`src/rtl/pool_layer_sequencer_if.sv`:
```
// pool_layer_sequencer_if: control bundle between the layer
// sequencer, the network controller and the conv_2/relu_3 pair.
interface pool_layer_sequencer_if #(
    parameter int CH_W = 3
);
    logic            start;
    logic            abort;
    logic            conv_2_write_complete;
    logic            relu_3_ready;
    logic            relu_3_complete;
    logic            conv_2_begin;
    logic            layer_3_relu_begin;
    logic [CH_W-1:0] ch_sel;
    logic            busy;
    logic            layer_done;
    logic            err_timeout;
    logic            err_count;
    logic [7:0]      ready_count;

    modport master (
        output start, abort,
        output conv_2_write_complete, relu_3_ready, relu_3_complete,
        input  conv_2_begin, layer_3_relu_begin, ch_sel, busy,
        input  layer_done, err_timeout, err_count, ready_count
    );

    modport slave (
        input  start, abort,
        input  conv_2_write_complete, relu_3_ready, relu_3_complete,
        output conv_2_begin, layer_3_relu_begin, ch_sel, busy,
        output layer_done, err_timeout, err_count, ready_count
    );
endinterface

```
`src/rtl/pool_layer_sequencer.sv`:
```
// pool_layer_sequencer: steps conv_2 / relu_3 through every output
// channel of the layer, flagging per-channel timeouts and count errors.
module pool_layer_sequencer #(
    parameter int NUM_CH       = 8,
    parameter int CH_W         = 3,
    parameter int POOL_OUTPUTS = 144,
    parameter int GAP_CYCLES   = 2,
    parameter int TIMEOUT      = 40000
) (
    input logic                   clk,
    input logic                   rst,
    pool_layer_sequencer_if.slave bus
);
    localparam logic [CH_W-1:0] CH_LAST  = CH_W'(NUM_CH - 1);
    localparam logic [7:0]      POOL_CNT = 8'(POOL_OUTPUTS);
    localparam logic [7:0]      GAP_LAST = 8'(GAP_CYCLES - 1);
    localparam logic [15:0]     TO_LAST  = 16'(TIMEOUT - 1);

    typedef enum logic [2:0] {
        IDLE, LAUNCH, WAIT_CONV, WAIT_POOL, GAP, DONE, ERROR
    } state_t;

    state_t          state, state_n;
    logic            ready_q, complete_q;
    logic            ready_rise, complete_rise;
    logic            counting, timeout_hit;
    logic [15:0]     timer, timer_n;
    logic [7:0]      gap_cnt, gap_n;
    logic [7:0]      count, count_n;
    logic [CH_W-1:0] ch, ch_n;
    logic            err_to, err_to_n;
    logic            err_cnt, err_cnt_n;
    logic            run, run_n;
    logic            busy, busy_n;
    logic            done;

    assign ready_rise    = bus.relu_3_ready & ~ready_q;
    assign complete_rise = bus.relu_3_complete & ~complete_q;
    assign counting      = (state == WAIT_CONV) || (state == WAIT_POOL);
    // the timer value about to be written is what gets compared,
    // so TIMEOUT cycles elapse from LAUNCH to the ERROR entry edge
    assign timeout_hit   = counting && ((timer + 16'd1) == TO_LAST);

    assign run_n  = (state_n == LAUNCH) || (state_n == WAIT_CONV) ||
                    (state_n == WAIT_POOL);
    assign busy_n = run_n || (state_n == GAP);

    // next-state, counters and sticky flags
    always_comb begin
        state_n   = state;
        timer_n   = timer;
        gap_n     = gap_cnt;
        count_n   = count;
        ch_n      = ch;
        err_to_n  = err_to;
        err_cnt_n = err_cnt;
        if (counting) begin
            timer_n = timer + 16'd1;
            if (!bus.abort && ready_rise && count != 8'hFF) begin
                count_n = count + 8'd1;
            end
        end
        if (bus.abort) begin
            state_n = IDLE;
        end else begin
            unique case (state)
                IDLE, DONE, ERROR: begin
                    if (bus.start) begin
                        state_n   = LAUNCH;
                        ch_n      = '0;
                        err_to_n  = 1'b0;
                        err_cnt_n = 1'b0;
                    end else if (state == DONE) begin
                        state_n = IDLE;
                    end
                end
                LAUNCH: begin
                    count_n = '0;
                    timer_n = '0;
                    state_n = WAIT_CONV;
                end
                WAIT_CONV, WAIT_POOL: begin
                    if (timeout_hit) begin
                        err_to_n = 1'b1;
                        state_n  = ERROR;
                    end else if (complete_rise) begin
                        gap_n   = '0;
                        state_n = GAP;
                    end else if (state == WAIT_CONV &&
                                 bus.conv_2_write_complete) begin
                        state_n = WAIT_POOL;
                    end
                end
                GAP: begin
                    if (gap_cnt == '0 && count != POOL_CNT) begin
                        err_cnt_n = 1'b1;
                    end
                    if (gap_cnt == GAP_LAST) begin
                        if (ch == CH_LAST) begin
                            state_n = DONE;
                        end else begin
                            ch_n    = ch + 1'b1;
                            state_n = LAUNCH;
                        end
                    end else begin
                        gap_n = gap_cnt + 8'd1;
                    end
                end
                default: state_n = IDLE;
            endcase
        end
    end

    // state and registered outputs
    always_ff @(posedge clk or negedge rst) begin
        if (!rst) begin
            state   <= IDLE;
            timer   <= '0;
            gap_cnt <= '0;
            count   <= '0;
            ch      <= '0;
            err_to  <= 1'b0;
            err_cnt <= 1'b0;
            run     <= 1'b0;
            busy    <= 1'b0;
            done    <= 1'b0;
        end else begin
            state   <= state_n;
            timer   <= timer_n;
            gap_cnt <= gap_n;
            count   <= count_n;
            ch      <= ch_n;
            err_to  <= err_to_n;
            err_cnt <= err_cnt_n;
            run     <= run_n;
            busy    <= busy_n;
            done    <= (state_n == DONE);
        end
    end

    // previous-cycle copies for rise detection
    always_ff @(posedge clk or negedge rst) begin
        if (!rst) begin
            ready_q    <= 1'b0;
            complete_q <= 1'b0;
        end else begin
            ready_q    <= bus.relu_3_ready;
            complete_q <= bus.relu_3_complete;
        end
    end

    assign bus.conv_2_begin       = run;
    assign bus.layer_3_relu_begin = run;
    assign bus.ch_sel             = ch;
    assign bus.busy               = busy;
    assign bus.layer_done         = done;
    assign bus.err_timeout        = err_to;
    assign bus.err_count          = err_cnt;
    assign bus.ready_count        = count;
endmodule
```
`src/flat_wrapper.sv`:
```
// flat-port wrapper written by rule: the top's interface ports become plain ports
module pool_layer_sequencer_flat 
#(
    parameter int NUM_CH       = 8,
    parameter int CH_W         = 3,
    parameter int POOL_OUTPUTS = 144,
    parameter int GAP_CYCLES   = 2,
    parameter int TIMEOUT      = 40000
)
  (clk, rst, bus_start, bus_abort, bus_conv_2_write_complete, bus_relu_3_ready, bus_relu_3_complete, bus_conv_2_begin, bus_layer_3_relu_begin, bus_ch_sel, bus_busy, bus_layer_done, bus_err_timeout, bus_err_count, bus_ready_count);
  pool_layer_sequencer_if #(.CH_W(CH_W)) bus_i ();
  input logic clk;
  input logic rst;
  input wire logic [$bits(bus_i.start)-1:0] bus_start;
  input wire logic [$bits(bus_i.abort)-1:0] bus_abort;
  input wire logic [$bits(bus_i.conv_2_write_complete)-1:0] bus_conv_2_write_complete;
  input wire logic [$bits(bus_i.relu_3_ready)-1:0] bus_relu_3_ready;
  input wire logic [$bits(bus_i.relu_3_complete)-1:0] bus_relu_3_complete;
  output wire logic [$bits(bus_i.conv_2_begin)-1:0] bus_conv_2_begin;
  output wire logic [$bits(bus_i.layer_3_relu_begin)-1:0] bus_layer_3_relu_begin;
  output wire logic [$bits(bus_i.ch_sel)-1:0] bus_ch_sel;
  output wire logic [$bits(bus_i.busy)-1:0] bus_busy;
  output wire logic [$bits(bus_i.layer_done)-1:0] bus_layer_done;
  output wire logic [$bits(bus_i.err_timeout)-1:0] bus_err_timeout;
  output wire logic [$bits(bus_i.err_count)-1:0] bus_err_count;
  output wire logic [$bits(bus_i.ready_count)-1:0] bus_ready_count;
  assign bus_i.start = bus_start;
  assign bus_i.abort = bus_abort;
  assign bus_i.conv_2_write_complete = bus_conv_2_write_complete;
  assign bus_i.relu_3_ready = bus_relu_3_ready;
  assign bus_i.relu_3_complete = bus_relu_3_complete;
  assign bus_conv_2_begin = bus_i.conv_2_begin;
  assign bus_layer_3_relu_begin = bus_i.layer_3_relu_begin;
  assign bus_ch_sel = bus_i.ch_sel;
  assign bus_busy = bus_i.busy;
  assign bus_layer_done = bus_i.layer_done;
  assign bus_err_timeout = bus_i.err_timeout;
  assign bus_err_count = bus_i.err_count;
  assign bus_ready_count = bus_i.ready_count;
  pool_layer_sequencer #(.NUM_CH(NUM_CH), .CH_W(CH_W), .POOL_OUTPUTS(POOL_OUTPUTS), .GAP_CYCLES(GAP_CYCLES), .TIMEOUT(TIMEOUT)) u_core (.clk(clk), .rst(rst), .bus(bus_i));
endmodule
```
`config.mk`:
```
export PLATFORM = sky130hd
export DESIGN_NAME = pool_layer_sequencer_flat
export DESIGN_NICKNAME = d
export VERILOG_FILES = /design/src/rtl/pool_layer_sequencer_if.sv /design/src/rtl/pool_layer_sequencer.sv /design/src/flat_wrapper.sv
export SDC_FILE = /design/constraint.sdc
export NUM_CORES = 1
export LEC_CHECK = 0
export CORE_MARGIN = 2
export CORE_UTILIZATION = 38
export DETAILED_ROUTE_END_ITERATION = 12
export MAX_ROUTING_LAYER = met4
export RECOVER_POWER = 50
export SLEW_MARGIN = 5
export SYNTH_ARGS = -nofsm -noshare
export SYNTH_HDL_FRONTEND = slang
export SYNTH_SLANG_ARGS = --single-unit
```
`constraint.sdc`:
```
create_clock -name clk -period 4.09 [get_ports clk]
set_input_delay 0.409 -clock clk [delete_from_list [all_inputs] [get_ports clk]]
set_output_delay 0.409 -clock clk [all_outputs]
set_load 0.1 [all_outputs]
```
Word-level counts from Yosys, hierarchy flattened
Cells that the tools add are included.

word-level totals
  output and inout bits = 17
  flip-flop bits (word level) = 45

cells by class
  bitwise gates (word level) = 5
  reduce and logical (&&, ||, !) cells = 21
  muxes and demuxes = 29
  equality and inequality tests = 24
  add/subtract/negate cells = 4

operator list
  cell                                                                      number
  8-bit 2-to-1 mux                                                          7
  16-bit 2-to-1 mux                                                         3
  3-bit 2-to-1 mux                                                          11
  3-bit equality test (second input constant)                               6
  16-bit by 1-bit adder with 16-bit output (second input constant)          1
  8-bit by 1-bit adder with 8-bit output (second input constant)            2
  16-bit equality test (second input constant)                              1
  8-bit inequality test (second input constant)                             2
  8-bit one-hot mux with 2 select lines                                     1
  3-bit by 2-bit equality test with 1-bit output (second input constant)    4
  3-bit one-hot mux with 4 select lines                                     1
  5-bit AND reduction                                                       2
  8-bit by 1-bit equality test with 1-bit output (second input constant)    1
  8-bit zero test                                                           1
  2-bit by 1-bit inequality test with 1-bit output (second input constant)  4
  2-bit inequality test (second input constant)                             4
  4-bit AND reduction                                                       2
  3-bit by 1-bit equality test with 1-bit output (second input constant)    2
  3-bit one-hot mux with 2 select lines                                     1
  2-bit nonzero test                                                        3
  1-bit logical AND                                                         5
  1-bit logical OR                                                          4
  1-bit one-hot mux with 2 select lines                                     2
  3-bit by 1-bit adder with 3-bit output (second input constant)            1
  other kinds (7)                                                           12

Logic depth before layout (Yosys ltp)
  word-level depth = 11
  mapped depth = 10

Worst setup path after synthesis
No wires, ideal clock.

  kind = reg2reg
  from = register u_core.bus.ch_sel[0] (netlist name)
  to = register u_core.gap_cnt[7]
  period minus slack after synthesis = 2633 ps
  path buffers = 0
  setup slack = 1457 ps
  cell stages (with the launch flop) = 9
  data arrival time = 2560 ps
  cell sequence = dfrtp_1 -> ha_1 -> ha_1 -> o21ai_1 -> nand2_1 -> nand2_1 -> or3_4 -> or3_1 -> a21oi_2

RTL lines
  element               line                         text
  to (signal assigned)  pool_layer_sequencer.sv:130  gap_cnt <= gap_n;
  to (decl)             pool_layer_sequencer.sv:28   logic [7:0] gap_cnt, gap_n;

Worst setup path after layout
  from = input port bus_abort
  to = register u_core.timer[4]

on the way
  longest elaborated chain between the ends = 1

RTL lines
  element                line                         text
  from (decl)            flat_wrapper.sv:15           input wire logic [$bits(bus_i.abort)-1:0] bus_abort;
  16-bit 2-to-1 mux      pool_layer_sequencer.sv:63   if (bus.abort) begin
  via u_core.timer_n[4]  pool_layer_sequencer.sv:27   logic [15:0] timer, timer_n;
  to (signal assigned)   pool_layer_sequencer.sv:129  timer <= timer_n;
  to (decl)              pool_layer_sequencer.sv:27

The timed path passes the listed nets, and every way through them passes these cells.
A chain may end at the register's enable or synchronous reset.

==> reports/metrics.yaml <==
worst_setup_path:
  critPathSlowestCell: "sky130_fd_sc_hd__nor3_1"
  worst_r2r_startpoint: "u_core.state[2]$_DFF_PN0_"
  crit_path_max_incr_delay_ns: 2.08
  worst-setup-path-type: "primary input to register"
  crit_path_start_kind: "primary input"
  setup.worst_path.end_class: "register"
  cp_data_arrival_time_ns: 3.10
  launching_element_of_the_worst_setup_path: "bus_abort"
  cp_cell_sequence: "clkdlybuf4s50_1 -> nor3_1 -> a21oi_1"
  crit_fanout: 24
  worst-endpoint-required_ns: 4.13
cts:
  ctsRootBufferMaster: "sky130_fd_sc_hd__clkbuf_8"
  cts-hold-fix-buffers: 0
  cts_buf_count: 5
  cts_tree: "done"
  cts-resized-gates: 0
  ctsLongestPathBuffers: 2
  cts_sinks: 45
  clock_pin_transition_on_the_worst_setup_and_hold_timing_paths_ns: 0.09
  cts_setup_buffers: 0
  number_of_h_tree_branching_levels: 2
  insertion_delay_ns: 0.30
drt:
  drc: 0
  wire_per_inst_um: 13.66
  starting_drc_count_in_detailed_routing: 46
  ant_nets: 0
  drtPass1Iterations: 4
  drt-vias-per-instance: 5.240
  via_count: 2049
  routed_wl_um: 5343
placed_design:
  numPortBuffers: 23
  hpwlAfterDp_um: 3805
  dpl_worst_slack_ns: 1.292
  gp_congestion: 0.7597
power_and_ir_drop:
  total_leakage_power_nw: 1.249
  max-vdd-ir-drop_mv: 0.2115
  netSwitchingFraction_pct: 31.95
  seqPwrFrac_pct: 46.7
  share_clk_of_total_power_pct: 32.2
  p_total_mw: 1.125
  power.density_nw_per_um2: 372.2
  net-switching-power_mw: 0.3594
  pwr-share-comb_pct: 21.1
  p_int_mw: 0.7657
layout:
  most-common-layout-cells: "sky130_fd_sc_hd__nor2_1, sky130_fd_sc_hd__dfrtp_1, sky130_fd_sc_hd__nand2_1"
  relative_area_change_from_synthesis_to_final_layout_pct: 15.82
  post_route_cells_drive_above_1_share_pct: 5.788
  postLayoutCoreUtil_pct: 44.99
  final_common_cell: "sky130_fd_sc_hd__nor2_1"
  ant_diodes: 0
  fin_nets: 326
grt:
  grt_max_degree: 46
  grt_util_all_layers_pct: 16.03
  antenna_violations_before_repair: 0
  grt_pass1_vias: 1990
  grt_pass1_wl_um: 9384
  global_route.overflow_total: 0
outcome:
  failed_checks: "max-capacitance violations, max-slew violations"
  outcome: "finished, violations left"
sta:
  setup_tns_ns: 0
  fin_ws_ns: 1.035
  report.final.slew_viol_count: 71
  layout_worst_path_cycle_share_pct: 74.70
  worst_pin_slew_ns: 2.671
  grt_setup_unrepaired: "no"
  finalSetupViolations: 0
  clock_skew_ns: 0.01126
  fmax_ghz: 0.3273
  slew-limit-headroom_pct: -79.46
  timing.final.hold_violations: 0
  period_needed_ns: 3.055
synthesis:
  most_used_flip_flop_cell_after_synthesis: "sky130_fd_sc_hd__dfrtp_1"
  yosys_register_bits: 45
  async_sr_flop_fraction_pct: 100.0
  post-synth-top-area-cell: "sky130_fd_sc_hd__dfrtp_1"
  synth_cell_types: 47
  yosys_warnings: 0
  syn_avg_cell_area_um2: 9.063
  synthesis.instances: 288
  yosys.area.top_type_share_pct: 43.14
  synth.area.top_cells: "sky130_fd_sc_hd__dfrtp_1, sky130_fd_sc_hd__nor2_1, sky130_fd_sc_hd__xnor2_1"
  seq_area_frac_synth_pct: 43.14
  netlist_area_um2: 2610
  synthesis.nets: 304
  synth_edf_count: 0
die:
  core_area_um2: 6719
  start_util_pct: 38.85
  fp.dieW_um: 86.88
  die_h_um: 86.88
  io-pin-count: 24
  num_rows: 30
  die_area_um2: 7547
worst_hold_path:
  hp-start: "u_core.gap_cnt[1]$_DFFE_PN0P_"
  hold_path.class: "register to register"
job:
  maxCapViolations: 2
-- sequential cells by signal, summed over array words and instances, names as in the netlist, 3 cells and up --
| signal | flops |
|---|---|
| u_core.state | 3 |
| u_core.timer | 16 |
| u_core.bus.ch_sel | 3 |
| u_core.bus.ready_count | 8 |
| u_core.gap_cnt | 8 |
-- metrics by stage --
step	std cells	area (um^2)	hold WS (ns)
after floorplan	288	2610	0.1134
after global placement	383	2912	0.5314
after detailed placement	383	2912	0.5329
after CTS	391	3035	0.3124
after global routing	391	3023	0.5777
final	391	3023	0.5469
-- power by group through the flow --
stage                     Clock (mW)  Sequential (mW)  Combinational [mW]
after detailed placement           0            0.534               0.239
after floorplan                    0            0.573               0.137
after global placement             0            0.533               0.238
final                          0.362            0.525               0.237
after global routing           0.396            0.533               0.265
after CTS                      0.377            0.525               0.241
-- cell type report --
| type | instances | area [um^2] |
|---|---|---|
| well taps | 80 | 100.1 |
| repair buffers | 24 | 231.5 |
| multi-input cells | 223 | 1400 |
| clock inverters | 2 | 41.29 |
| inverters | 11 | 41.29 |
| flip-flops and latches | 45 | 1126 |
| fillers | 667 | 3696 |
| clock buffers | 6 | 82.58 |
-- synthesized netlist by cell type (2+ instances only) --
master / number
sky130_fd_sc_hd__nor2_1: 47
sky130_fd_sc_hd__nand4b_1: 2
sky130_fd_sc_hd__o22ai_1: 4
sky130_fd_sc_hd__clkbuf_1: 4
sky130_fd_sc_hd__a21oi_1: 8
sky130_fd_sc_hd__o21ai_0: 9
sky130_fd_sc_hd__or3_4: 2
sky130_fd_sc_hd__inv_1: 11
sky130_fd_sc_hd__xnor2_1: 17
sky130_fd_sc_hd__xor2_1: 11
sky130_fd_sc_hd__nor4_1: 6
sky130_fd_sc_hd__mux2i_1: 2
sky130_fd_sc_hd__o21ai_1: 5
sky130_fd_sc_hd__ha_1: 9
sky130_fd_sc_hd__o21a_1: 3
sky130_fd_sc_hd__nor3_1: 6
sky130_fd_sc_hd__nand3_1: 15
sky130_fd_sc_hd__a31oi_1: 2
sky130_fd_sc_hd__dfrtp_1: 45
sky130_fd_sc_hd__nand4_1: 7
sky130_fd_sc_hd__or3_1: 5
sky130_fd_sc_hd__nand2b_1: 8
sky130_fd_sc_hd__and3_1: 3
sky130_fd_sc_hd__buf_2: 4
sky130_fd_sc_hd__nor2b_1: 4
sky130_fd_sc_hd__nor3b_1: 3
sky130_fd_sc_hd__nand2_1: 26
-- worst max-delay path: cells and delay by family --
kind	cells	cell delay (ns)
simple gates	1	2.08
buf+inv	1	0.50
compound gates	1	0.10
-- routing by layer --
| layer | up-vias | part of all wire, % | global-route usage, % |
|---|---|---|---|
| met5 | - | 0 | - |
| li1 | 1037 | - | - |
| met1 | 995 | 48 | 21.22 |
| met3 | 2 | 2.4 | 2.938 |
| met4 | 0 | 0.71 | 4.830 |
| met2 | 15 | 49 | 25.12 |
-- final timing paths --
check                                                   endpoint  slack, ns  cells past startpoint
worst max-delay path                   u_core.timer[4]$_DFF_PN0_       1.03                      3
worst min-delay path               u_core.gap_cnt[1]$_DFFE_PN0P_       0.55                      1
worst max register to register         u_core.timer[4]$_DFF_PN0_       1.04                      3
worst min register to register     u_core.gap_cnt[1]$_DFFE_PN0P_       0.55                      1
max in group asynchronous       u_core.bus.err_count$_DFFE_PN0P_       1.92                      1
min in group asynchronous              u_core.timer[9]$_DFF_PN0_       0.82                      1
-- logic make-up (layout without fill, tap and decap cells) --
kind of cell | count (synthesis) | count (layout) | share of synthesized area (%)
xor gates and xnor gates | 28 | 28 | 9.396
DFF | 45 | 45 | 43.14
and+or+nand+nor | 140 | 140 | 27.28
buffers and inverters | 20 | 43 | 3.212
AOI/OAI and AO/OA | 42 | 42 | 11.03
adders and majority gates | 9 | 9 | 4.315
muxes | 4 | 4 | 1.630
No activity file was read; power rests on OpenSTA's default activity.
